## src/rtl/ble_uart_pkg.sv

```systemverilog
// Purpose: shared UART types and constants for the BLE link (rx and tx sides).
// Latency: n/a (types and constants only).
// Backpressure: n/a.
package ble_uart_pkg;

  typedef enum logic [1:0] {
    IDLE,
    START,
    DATA,
    STOP
  } uart_rx_state;

  localparam int UART_DATA_BITS = 8;

endpackage

```

## src/rtl/ble_uart_sync.sv

```systemverilog
// Purpose: N-flop synchronizer for a single asynchronous input.
// Latency: N clk_in cycles from async_in to sync_out.
// Backpressure: none; free-running.
// Ports:
//   clk_in   - system clock
//   rst_in   - synchronous, active-high reset; every flop loads RESET_VAL
//   async_in - asynchronous input
//   sync_out - synchronized copy of async_in
module ble_uart_sync #(
  parameter int   N         = 2,
  parameter logic RESET_VAL = 1'b1
) (
  input  logic clk_in,
  input  logic rst_in,
  input  logic async_in,
  output logic sync_out
);

  logic [N-1:0] sync_q;

  always_ff @(posedge clk_in) begin
    if (rst_in) begin
      sync_q <= {N{RESET_VAL}};
    end else begin
      sync_q <= {sync_q[N-2:0], async_in};
    end
  end

  assign sync_out = sync_q[N-1];

endmodule

```

## src/rtl/ble_uart_rx.sv

```systemverilog
// Purpose: oversampling 8N1 UART receiver, LSB first, framing-error detection.
// Latency: valid_out/framing_err_out pulse one clk_in cycle after the mid-stop-bit sample tick.
// Backpressure: none; each good byte overwrites data_out whether or not it was consumed.
// Ports:
//   clk_in          - system clock
//   rst_in          - synchronous, active-high reset
//   tick_in         - oversample strobe, SAMPLE_RATE per bit period
//   rx_in           - asynchronous serial line, idles high
//   data_out        - last good byte, held until the next good byte
//   valid_out       - one-cycle pulse: data_out was just updated
//   framing_err_out - one-cycle pulse: stop bit read low, byte discarded
//   busy_out        - high while a frame is being received
// Build option: define UART_RX_MAJORITY_EN to take every sample as a 3-tick majority vote.
module ble_uart_rx
  import ble_uart_pkg::*;
#(
  parameter int SAMPLE_RATE = 16
) (
  input  logic       clk_in,
  input  logic       rst_in,
  input  logic       tick_in,
  input  logic       rx_in,
  output logic [7:0] data_out,
  output logic       valid_out,
  output logic       framing_err_out,
  output logic       busy_out
);

  localparam int CW = $clog2(SAMPLE_RATE);
  localparam int BW = $clog2(UART_DATA_BITS);
  localparam logic [CW-1:0] MID  = CW'(SAMPLE_RATE / 2 - 1);
  localparam logic [CW-1:0] LAST = CW'(SAMPLE_RATE - 1);
  localparam logic [BW-1:0] LAST_BIT = BW'(UART_DATA_BITS - 1);

  logic rx_s;
  logic sample_bit;

  uart_rx_state state_q, state_d;
  logic [CW-1:0] cnt_q, cnt_d;
  logic [BW-1:0] bit_q, bit_d;
  logic [UART_DATA_BITS-1:0] shift_q, shift_d;
  logic [7:0] data_q, data_d;
  logic valid_q, valid_d;
  logic ferr_q, ferr_d;

  ble_uart_sync #(
    .N        (2),
    .RESET_VAL(1'b1)
  ) u_rx_sync (
    .clk_in  (clk_in),
    .rst_in  (rst_in),
    .async_in(rx_in),
    .sync_out(rx_s)
  );

`ifdef UART_RX_MAJORITY_EN
  // Together with the current rx_s, the two previous ticked values form the
  // 3-sample vote window, so a lone glitch tick at the sample point loses.
  logic [1:0] hist_q;

  always_ff @(posedge clk_in) begin
    if (rst_in) begin
      hist_q <= 2'b11;
    end else if (tick_in) begin
      hist_q <= {hist_q[0], rx_s};
    end
  end

  assign sample_bit = (rx_s & hist_q[0]) | (rx_s & hist_q[1]) | (hist_q[0] & hist_q[1]);
`else
  assign sample_bit = rx_s;
`endif

  always_ff @(posedge clk_in) begin
    if (rst_in) begin
      state_q <= IDLE;
      cnt_q   <= '0;
      bit_q   <= '0;
      shift_q <= '0;
      data_q  <= '0;
      valid_q <= 1'b0;
      ferr_q  <= 1'b0;
    end else begin
      state_q <= state_d;
      cnt_q   <= cnt_d;
      bit_q   <= bit_d;
      shift_q <= shift_d;
      data_q  <= data_d;
      valid_q <= valid_d;
      ferr_q  <= ferr_d;
    end
  end

  always_comb begin
    state_d = state_q;
    cnt_d   = cnt_q;
    bit_d   = bit_q;
    shift_d = shift_q;
    data_d  = data_q;
    valid_d = 1'b0;
    ferr_d  = 1'b0;

    if (tick_in) begin
      case (state_q)
        IDLE: begin
          if (!rx_s) begin
            state_d = START;
            cnt_d   = '0;
          end
        end
        START: begin
          if (cnt_q == MID) begin
            if (!sample_bit) begin
              state_d = DATA;
              cnt_d   = '0;
              bit_d   = '0;
            end else begin
              // Start bit did not hold to mid-bit: treat as noise.
              state_d = IDLE;
            end
          end else begin
            cnt_d = cnt_q + 1'b1;
          end
        end
        DATA: begin
          if (cnt_q == LAST) begin
            // LSB arrives first, so shift right and insert at the MSB.
            shift_d = {sample_bit, shift_q[UART_DATA_BITS-1:1]};
            cnt_d   = '0;
            bit_d   = bit_q + 1'b1;
            if (bit_q == LAST_BIT) begin
              state_d = STOP;
            end
          end else begin
            cnt_d = cnt_q + 1'b1;
          end
        end
        STOP: begin
          if (cnt_q == LAST) begin
            if (sample_bit) begin
              data_d  = shift_q;
              valid_d = 1'b1;
            end else begin
              ferr_d = 1'b1;
            end
            // Leaving at mid-stop leaves half a bit to catch the next start edge.
            state_d = IDLE;
          end else begin
            cnt_d = cnt_q + 1'b1;
          end
        end
        default: state_d = IDLE;
      endcase
    end
  end

  assign data_out        = data_q;
  assign valid_out       = valid_q;
  assign framing_err_out = ferr_q;
  assign busy_out        = (state_q != IDLE);

endmodule

```

## config.mk

```make
export PLATFORM = sky130hd
export DESIGN_NAME = ble_uart_rx
export DESIGN_NICKNAME = d
export VERILOG_FILES = /design/src/rtl/ble_uart_pkg.sv /design/src/rtl/ble_uart_sync.sv /design/src/rtl/ble_uart_rx.sv
export SDC_FILE = /design/constraint.sdc
export NUM_CORES = 1
export LEC_CHECK = 0
export BUFFER_PORTS_ARGS = -buffer_cell sky130_fd_sc_hd__buf_4
export CAP_MARGIN = 20
export CORE_UTILIZATION = 40
export CTS_CLUSTER_DIAMETER = 120
export DETAILED_ROUTE_END_ITERATION = 10
export GPL_TIMING_DRIVEN = 0
export PLACE_DENSITY = 0.58
export SLEW_MARGIN = 25
export SYNTH_ARGS = -nofsm -noshare
export SYNTH_HDL_FRONTEND = slang
export SYNTH_SLANG_ARGS = --single-unit
```

## constraint.sdc

```tcl
create_clock -name clk_in -period 1.56 [get_ports clk_in]
set_input_delay 0.078 -clock clk_in [delete_from_list [all_inputs] [get_ports clk_in]]
set_output_delay 0.078 -clock clk_in [all_outputs]
set_load 0.05 [all_outputs]
```

==> key figures <==
Floorplanning
  – Total die area: ~3300 µm²
  – Number of primary I/O pins: 15
  – Initial Utilization: between 40% and 50%
  – Chip height: around 58 µm
  – Die Wd: ~58 µm
  – Row count: 19
  – Core area: approximately 2900 µm²

STA
  – Fin crit share: between 90% and 100%
  – Number of endpoints with negative hold slack in the final report: 0
  – Relative slew slack: about two thirds
  – Setup Total Neg Slack: 0 ns
  – Count of pins over their slew limit: 0
  – Unrepaired setup endpoints after global routing: false
  – Fmax: a little under 0.7 GHz
  – Setup-violating endpoint count in the final report: 0
  – Final worst path period need: 1.486 ns
  – Maximum clock skew at final layout: 0.01176 ns
  – Transition at the pin with the smallest max-transition slack: just over 0.5 ns

Layout
  – Most common library cell in the layout ignoring fill and taps: dfxtp_1
  – Nets: between 150 and 200
  – Number of antenna diodes: 0
  – Fraction of final layout cells with drive strength greater than 1: between 20% and 30%
  – Top library cells by usage in the layout, fill and taps aside: dfxtp_1, nor2_1, mux2i_1
  – Post-route insts no fill: 182
  – Area growth from synthesis to layout: 22.33%

Yosys
  – Net count of the mapped netlist: roughly 140
  – Yosys warns: 0
  – Post-synth cell types: 33
  – Top FF cell, synth: dfxtp_1
  – Number of standard cells after synthesis: about 130
  – Mapped Avg Cell Area: 9.716 µm²
  – Post-synth EDFFs: 0
  – Post-synthesis async set-or-reset flop share: 0%
  – Synthesized flop and latch total: 29
  – Syn Std Cell Area: ~1200 µm²
  – Seq/Total Area, Yosys: 46.68%

Power
  – Areal power density over the cells: 949.5 nW/µm²
  – P_leak: 0.6296 nW
  – Peak supply drop: around 520 µV

Worst setup path
  – Type of the worst setup path: register to register
  – Critical path endpoint category: register
  – Req. time, crit path: 1.76 ns
  – Slowest stage delay, CP: around 0.36 ns
  – Maximum fanout along the worst path: 8
  – Critical Path Start Type: register
  – Slowest stage cell on the critical path: dfxtp_2
  – Arrival time at the worst endpoint: between 1.5 and 2 ns
  – Category of cells accounting for the largest share of critical-path delay: compound AO/OA/AOI/OAI gates
  – Count of buffering cells on the critical path with inverters included: 0
  – Sequence of cells on the critical path: ha_4, and3b_2, nand2b_1, a31oi_1, o21ai_0

Clocking
  – Setup repair bufs after CTS: 0
  – Root cell of the clock tree: clkbuf_4
  – Num Clock Sinks: 29
  – Register clock-pin slew on the reported worst setup and hold paths: ~0.09 ns
  – Total number of H-tree levels: 2
  – Source-to-sink clock delay at the later pin of the worst-skew pair: ~0.33 ns
  – Clock tree from TritonCTS: yes
  – Inserted Clock Buffers: 5
  – Bufs on Longest Clock Path: 2

Detailed routing
  – Number of design-rule violations left by the first detailed-router iteration: 18
  – Drc violations: 0
  – Total detailed-routing wirelength: 2249 µm
  – Average wire per standard cell: 12.36 µm
  – Via total after detailed routing: around 950
  – Router iterations before antenna repair: 4
  – Number of vias per cell: around 5.2
  – Routed Antenna Nets: 0

Worst hold path
  – HP Class: input pin to register

Placed design
  – DP HPWL: ~1600 µm
  – Dpl cells: approximately 170
  – Placer's final routability congestion estimate: 0.7734
  – Number of buffer cells added on primary ports: 14

Global routing
  – First-pass GRT wire length: 3795 µm
  – GRT Total Usage: around 15%
  – Via count of the first global-routing pass: approximately 850
  – Pin count of the biggest net entering global routing: 11
  – Initial antenna violation count: 0
  – Leftover overflow at the end of global routing: 0

Flow run
  – Max-Cap Viols: 0

Outcome
  – Run status: complete, no violations
==> flip-flops by register name, summed over array words and instances, names as in the netlist, named ones only <==
name              cells
u_rx_sync.sync_q      2
data_out              8
state_q               1
cnt_q                 4
shift_q               8
bit_q                 3
valid_out             1
framing_err_out       1
==> synthesized netlist by cell type, types with 2 or more instances <==
cell type  count  area, µm²
clkbuf_1       3      11.26
or2_2          2      12.51
a21oi_1        7      35.03
and2_2         2      15.01
buf_6          3      33.78
a211oi_1       2      15.01
nand4b_1       2      17.52
dfxtp_1       29      580.6
mux2i_1       17      170.2
nor2_1        23      86.33
a31oi_1        3      18.77
ha_1           3      37.54
nand2b_1       3      18.77
inv_1          3      11.26
nand2_1        4      15.01
o21ai_0        5      25.02
==> final timing paths <==
path	startpoint	to	slack (ns)	depth (start not counted)
min reg2reg	u_rx_sync.sync_q[0]	u_rx_sync.sync_q[1]	0.42	1
max	cnt_q[0]	cnt_q[1]	0.07	5
min	rst_in	cnt_q[1]	0.03	3
max reg2reg	cnt_q[0]	cnt_q[1]	0.07	5
==> layout make-up <==
cell class                 instances  area [µm²]
buffer                             8       61.31
multi-input combinational         88       623.1
timing repair buffer              15       115.1
fill                             277        1331
clock inverter                     2       37.54
clock buffer                       6       51.30
sequential                        29       583.1
tap                               31       38.79
inverter                           3       11.26
==> kinds of logic (layout without fill, tap and decap cells) <==
group,Yosys count,count (layout),synth area share [%]
and+or+nand+nor,47,47,20.02
adders and majority gates,3,3,3.018
muxes,17,17,13.68
DFF,29,29,46.68
buffers and inverters,11,34,5.533
xor gates and xnor gates,1,1,1.308
AOI/OAI and AO/OA,20,20,9.758
==> worst min-delay path, cell delays in order <==
cell and delay (ns):
buf_4 0.09, nand2b_1 0.08, o21ai_0 0.06
==> layer usage <==
metal | track usage (%) | wire (µm)
met1 | 20.79 | 1166
met2 | 21.59 | 971
met4 | 9.184 | 44
met3 | 4.688 | 66
met5 | 0 | 0
==> timing repair <==
item,in CTS,in global routing
endpoints found under the setup margin,20,21
endpoints found under the hold margin,1,0
hold buffers,1,0
gates resized for setup,4,4
==> where the power goes <==
part	total (mW)	internal [mW]	leakage [nW]	switching [mW]
registers	0.746	0.743	0.235	0.00267
logic	0.0497	0.0205	0.350	0.0293
clock network	0.649	0.381	0.0445	0.268
total	1.44	1.14	0.630	0.300
==> stage by stage <==
stage / area [µm²] / util (%) / setup WS (ns) / total power [mW] / hold WS [ns]
2_1_floorplan: 1244 / - / 0.1237 / 0.7920 / 0.1818
3_3_place_gp: 1388 / 48.64 / -0.06673 / 0.8088 / 0.2647
3_5_place_dp: 1388 / 48.64 / -0.07584 / 0.8096 / 0.2657
4_1_cts: 1503 / 52.68 / 0.02184 / 1.464 / 0.02436
5_1_grt: 1521 / 53.33 / 0.01508 / 1.508 / 0.006614
6_report: 1521 / 53.33 / 0.07380 / 1.445 / 0.03171
Power figures use the tool's default switching activity.
